File: config.mk
export PLATFORM = sky130hd
export DESIGN_NAME = alu_result_pipe
export DESIGN_NICKNAME = d
export VERILOG_FILES = /design/src/rtl/alu_result_pipe.sv
export SDC_FILE = /design/constraint.sdc
export NUM_CORES = 1
export LEC_CHECK = 0
export ABC_AREA = 0
export CAP_MARGIN = 10
export CELL_PAD_IN_SITES_DETAIL_PLACEMENT = 2
export CELL_PAD_IN_SITES_GLOBAL_PLACEMENT = 2
export CORE_MARGIN = 10
export CORE_UTILIZATION = 32
export CTS_BUF_LIST = sky130_fd_sc_hd__clkbuf_4
export DETAILED_ROUTE_END_ITERATION = 10
export PLACE_DENSITY = 0.93
export SETUP_SLACK_MARGIN = 0.5
export SYNTH_ARGS = -nofsm -noshare
export SYNTH_HDL_FRONTEND = slang
export SYNTH_SLANG_ARGS = --single-unit
File: constraint.sdc
create_clock -name clk -period 2.72 [get_ports clk]
set_clock_uncertainty 0.2 [all_clocks]
set_input_delay 0.544 -clock clk [delete_from_list [all_inputs] [get_ports clk]]
set_output_delay 0.544 -clock clk [all_outputs]
set_load 0.1 [all_outputs]
File: src/rtl/alu_result_pipe.sv
// Elastic chain of STAGES result registers between the ALU and writeback.
// Valid/ready flow control, synchronous flush and a combinational bypass port.
module alu_result_pipe #(
  parameter int DATA_W = 32,
  parameter int TAG_W  = 5,
  parameter int STAGES = 2
) (
  input  logic                              clk,
  input  logic                              rst_n,
  input  logic                              in_valid,
  output logic                              in_ready,
  input  logic [DATA_W-1:0]                 in_data,
  input  logic [TAG_W-1:0]                  in_tag,
  input  logic                              in_wen,
  input  logic                              flush,
  output logic                              out_valid,
  input  logic                              out_ready,
  output logic [DATA_W-1:0]                 out_data,
  output logic [TAG_W-1:0]                  out_tag,
  output logic                              out_wen,
  input  logic [TAG_W-1:0]                  fwd_tag,
  output logic                              fwd_hit,
  output logic [DATA_W-1:0]                 fwd_data,
  output logic [$clog2(STAGES+1)-1:0]       occupancy
);

  localparam int OCC_W = $clog2(STAGES+1);

  logic [STAGES-1:0] valid_q;
  logic [STAGES-1:0] wen_q;
  logic [DATA_W-1:0] data_q [STAGES];
  logic [TAG_W-1:0]  tag_q  [STAGES];

  logic [STAGES:0]   rdy;
  logic [STAGES-1:0] src_valid;
  logic [STAGES-1:0] src_wen;
  logic [DATA_W-1:0] src_data [STAGES];
  logic [TAG_W-1:0]  src_tag  [STAGES];

  // A stage can take a new entry if it is empty or everything ahead moves.
  always_comb begin
    rdy = '0;
    rdy[STAGES] = out_ready;
    for (int k = STAGES - 1; k >= 0; k--) begin
      rdy[k] = !valid_q[k] || rdy[k+1];
    end
  end

  always_comb begin
    src_valid   = '0;
    src_wen     = '0;
    src_valid[0] = in_valid;
    src_wen[0]   = in_wen;
    src_data[0]  = in_data;
    src_tag[0]   = in_tag;
    for (int k = 1; k < STAGES; k++) begin
      src_valid[k] = valid_q[k-1];
      src_wen[k]   = wen_q[k-1];
      src_data[k]  = data_q[k-1];
      src_tag[k]   = tag_q[k-1];
    end
  end

  always_ff @(posedge clk or negedge rst_n) begin
    if (!rst_n) begin
      valid_q <= '0;
      wen_q   <= '0;
      for (int k = 0; k < STAGES; k++) begin
        data_q[k] <= '0;
        tag_q[k]  <= '0;
      end
    end else if (flush) begin
      valid_q <= '0;
    end else begin
      for (int k = 0; k < STAGES; k++) begin
        if (rdy[k]) begin
          valid_q[k] <= src_valid[k];
          // Payload only moves with a valid entry; bubbles leave it untouched.
          if (src_valid[k]) begin
            data_q[k] <= src_data[k];
            tag_q[k]  <= src_tag[k];
            wen_q[k]  <= src_wen[k];
          end
        end
      end
    end
  end

  assign in_ready  = rdy[0];
  assign out_valid = valid_q[STAGES-1];
  assign out_data  = data_q[STAGES-1];
  assign out_tag   = tag_q[STAGES-1];
  assign out_wen   = wen_q[STAGES-1];

  // Scan oldest to youngest so the youngest match wins; x0 never bypasses.
  always_comb begin
    fwd_hit  = 1'b0;
    fwd_data = '0;
    for (int k = STAGES - 1; k >= 0; k--) begin
      if (valid_q[k] && wen_q[k] && (tag_q[k] == fwd_tag) && (fwd_tag != '0)) begin
        fwd_hit  = 1'b1;
        fwd_data = data_q[k];
      end
    end
  end

  always_comb begin
    occupancy = '0;
    for (int k = 0; k < STAGES; k++) begin
      occupancy = occupancy + OCC_W'(valid_q[k]);
    end
  end

endmodule

* Word-level counts from Yosys, hierarchy flattened
Cells that the tools add are included.
** Word-level totals
- Output and inout port bits :: 75
- Register bits :: 78
- Input port bits :: 48
- Word-level logic and storage cells :: 34
** Operators by class
- Bitwise logic cells :: 1
- Reduce and logical (&&, ||, !) cells :: 15
- Multiplexer cells :: 7
- Equality and inequality tests :: 2
- $add $sub $neg :: 1
** Operators by type and width (count)
- $mux 32 :: 2
- $eq 5x5->1 :: 2
- $logic_and 1x1->1 :: 6
- $reduce_and 3->1 :: 2
- $reduce_bool 5->1 :: 1
- $mux 1 :: 4
- $reduce_bool 2->1 :: 2
- $add 1x1->2 :: 1
- $logic_not 1->1 :: 2
- $logic_or 1x1->1 :: 2
- $mux 2 :: 1
- $not 1->1 :: 1

* Longest topological paths before layout
- Depth after elaboration :: 5
- Mapped depth :: 6
- Depth with buffers taken out :: 4

* Worst setup path after synthesis
Ideal clock, no wire load.
- Kind :: register -> output
- From :: register tag_q, in the netlist out_tag[4]
- To :: output fwd_hit
- Cell stages (with the launch flop) :: 6
- Data required time :: 1.976 ns
- Data arrival time :: 2.570 ns
- Setup slack :: -0.594 ns
- Buffers on the path :: 1
- Cells stage by stage :: dfrtp_1 -> xor2_1 -> nor4_1 -> clkbuf_1 -> nand2_1 -> nand2_1
** On the way
- Cells in the longest elaborated chain, start to end :: 5
** Ends and longest elaborated chain
- start, declared :: RTL line 32 : logic [TAG_W-1:0] tag_q [STAGES];
- start signal, assigned by index :: RTL line 81 : tag_q[k] <= src_tag[k];
- $eq 5x5->1 :: RTL line 100 : if (valid_q[k] && wen_q[k] && (tag_q[k] == fwd_tag) && (fwd_tag != '0)) begin
- $logic_and 1x1->1 (2 in series) :: RTL line 100
- $mux 1 (2 in series) :: RTL line 100
- end, declared :: RTL line 22 : output logic fwd_hit,
No other way between the ends.

* Final worst setup path
- From :: register tag_q, in the netlist src_tag[2]
- To :: output fwd_data[5]
** On the way
- Cells in the longest elaborated chain, start to end :: 4
** Ends and longest elaborated chain
- $eq 5x5->1 :: RTL line 100
- $logic_and 1x1->1 (2 in series) :: RTL line 100
- $mux 32 :: RTL line 100
- end, declared :: RTL line 23 : output logic [DATA_W-1:0] fwd_data,
No other way between the ends.

==> impl_results.md <==
* Min Hold Slack at 0.341 ns
* Ys Warns at 0
* RSZ-0062 raised after global routing: yes
* GR Overflow Total at 0
* CP required at 1.98 ns
* Cell Area, Placed at 5620 um2
* Most common cell in the netlist: mux2_2
* Final core occ at 0.480
* CP endpoint kind: output port
* Post-Synthesis Cell Area at 4060 um2
* CORE AREA at 12500 um2
* Final Non-Filler Cells at 589
* Worst-margin pin slew at 0.581 ns
* CTS root buffer: clkbuf_4
* Routed length per placed instance at 21.9 um
* Cell depth of the worst setup path at 9
* Mean Syn Cell Area at 13.8 um2
* Slew Limit Fails at 0
* CP max stage cell: dfrtp_1
* Area leader, netlist: dfrtp_1
* Die W at 133 um
* Final WS setup at -0.455 ns
* Cts bufs inserted at 9
* Worst path max stage delay at 0.41 ns
* Vias in the first global route at 3297
* Hold Vio Cnt, Final at 0
* Failing checks: setup timing
* Worst-path clk slew at 0.12 ns
* Row count at 41
* Nets at 461
* Final instance area at 6000 um2
* Nature of the critical path startpoint: flop
* Gpl congestion at 0.738
* Register area share after synthesis at 0.481
* Power Total at 4.62 mW
* Data arrival time of the critical path at 2.43 ns
* Ys flop type: dfrtp_1
* CP Capture Point: fwd_data[5]
* Wirelength, routed at 12900 um
* FFs w/ async S/R, synth at 1.00
* Crit-path leading delay family: buffers and inverters
* Vias per cell at 4.76
* FF-to-FF Start: valid_q[1]$_DFFE_PN0P_
* Worst slew margin at 0.613
* Lkg Pwr at 2.78 nW
* Final Cycle Share at 1.17
* Initial antenna violation count at 0
* Later-pin clock latency in the skew report at 0.41 ns
* Clock sink count at 78
* # DRC at 0
* H-tree Lvls at 3
* Period minus WS final at 3.18 ns
* Initial drt markers at 97
* Yosys top cell area share at 0.481
* Top post-synthesis cells by count: mux2_2 (79), dfrtp_1 (78), buf_4 (32)
* Largest net degree at the start of global routing at 44
* Die footprint at 17600 um2
* Max-cap viol count at 0
* Detailed placement HPWL at 9060 um
* Status: finished with violations
* Post-Syn Nets at 344
* Starting Density at 0.324
* Max Clock Freq at 0.315 GHz
* CP Cell Sequence: xor2_1, nor4_1, buf_4, o211ai_4, buf_12, buf_12, buf_16, mux2_4, buf_12
* Die H at 133 um
* Internal reg-to-reg setup slack at 0.64 ns
* Setup_tns at -11.77 ns
* Number of synthesized flops with an enable pin at 0
* Buf/Inv on CP at 5
* Share of post-route cells with drive strength above 1 at 0.607
* Kind of critical path: reg -> out
* Critical-path maximum fanout at 8
* Placed insts at 556
* Post-place setup slack at -0.702 ns
* Post-route ant nets at 0
* FF-to-FF path depth at 5
* RR Endpoint: out_tag[3]$_DFFE_PN0P_
* Cell variety after synth at 24
* PortBufs at 122
* Top cell by count, worst path: buf_12
* Gate Count Post-Synth at 295
* Synthesized flop and latch total at 78
* Hold/Removal Path Class: reg -> reg
* Top cells by area, synth: dfrtp_1 (48%), mux2_2 (22%), mux2_4 (11%)
* IO Count at 123
* Drt pass-1 iters at 4
* Worst vdd ir at 0.336 mV
* Setup Viol. Count Final at 33
* Syn-to-layout area delta at 47.9%
* CTS tree: done
* First-pass GRT wire length at 20200 um
* Clock buffer depth at 2
* GRT Overall Usage at 0.146
* PD cells at 769 nW/um2
* Via count at 2805
* Crit path from: src_tag[2]$_DFFE_PN0P_
* Diodes inserted at 0
* Hold depth at 1
[layer usage]
metal  track usage  share of wire  up-vias  wire (um)
met1         0.160           0.39     1471       5050
met5             0              0        -          0
met2         0.269           0.55       78       7030
met4        0.0428          0.012        0        161
li1              -              -     1245          -
met3        0.0375          0.050       11        651
[state kept, by name, indices dropped and copies added (netlist names)]
name and cells:
data_q 32, out_data 32, out_tag 5, src_tag 5
valid_q 2, wen_q 2
[report_power, final]
part	total, mW	switching (mW)	internal, mW
Clock	0.699	0.405	0.294
Sequential	1.64	0.217	1.42
Combinational	2.28	1.69	0.590
[cell usage in the layout, fill, tap and decap left out, types with 2 or more instances in the layout]
cell type / netlist / layout
buf_12: 0 / 43
mux2_2: 79 / 76
mux2_4: 29 / 32
and3_1: 30 / 29
buf_6: 4 / 4
xor2_1: 8 / 8
nor2_1: 3 / 3
and3_2: 3 / 3
buf_2: 6 / 4
buf_4: 32 / 58
clkinv_1: 0 / 2
clkdlybuf4s50_1: 0 / 41
dfrtp_1: 78 / 73
o211a_4: 1 / 3
dfrtp_2: 0 / 4
clkbuf_4: 0 / 11
[repair_timing]
action | CTS | global route
hold buffers | 1 | 0
endpoints found under the hold margin | 42 | 0
setup endpoints to repair | 34 | 35
gates cloned | 3 | 0
gates resized for setup | 32 | 1
pin swaps | 3 | 0
buffers inserted | 10 | 3
[worst min-delay path by stage]
stage                               endpoint              startpoint
floorplan             data_q[32]$_DFFE_PN0P_                   rst_n
global placement    out_data[24]$_DFFE_PN0P_  data_q[56]$_DFFE_PN0P_
detailed placement    data_q[45]$_DFFE_PN0P_  data_q[45]$_DFFE_PN0P_
CTS                   data_q[45]$_DFFE_PN0P_  data_q[45]$_DFFE_PN0P_
global route        out_data[13]$_DFFE_PN0P_  data_q[45]$_DFFE_PN0P_
finish                data_q[45]$_DFFE_PN0P_  data_q[45]$_DFFE_PN0P_
[cell families (layout without fill, tap and decap cells)]
family / Yosys count / in the layout / share of synthesized area
and+or+nand+nor: 46 / 46 / 0.0700
adders and majority gates: 1 / 1 / 0.00308
AOI/OAI and AO/OA: 3 / 5 / 0.00863
xor gates and xnor gates: 10 / 10 / 0.0216
buffers and inverters: 49 / 169 / 0.0891
muxes: 108 / 108 / 0.327
DFF: 78 / 78 / 0.481
[final cells by class]
cell class,instances,area [um2]
Multi-Input combinational cell,170,1880
Clock buffer,11,82.6
Clock inverter,5,50.0
Tap cell,172,215
Fill cell,1227,6520
Timing Repair Buffer,153,1820
Sequential cell,78,1960
No activity file was read; power rests on OpenSTA's default activity.
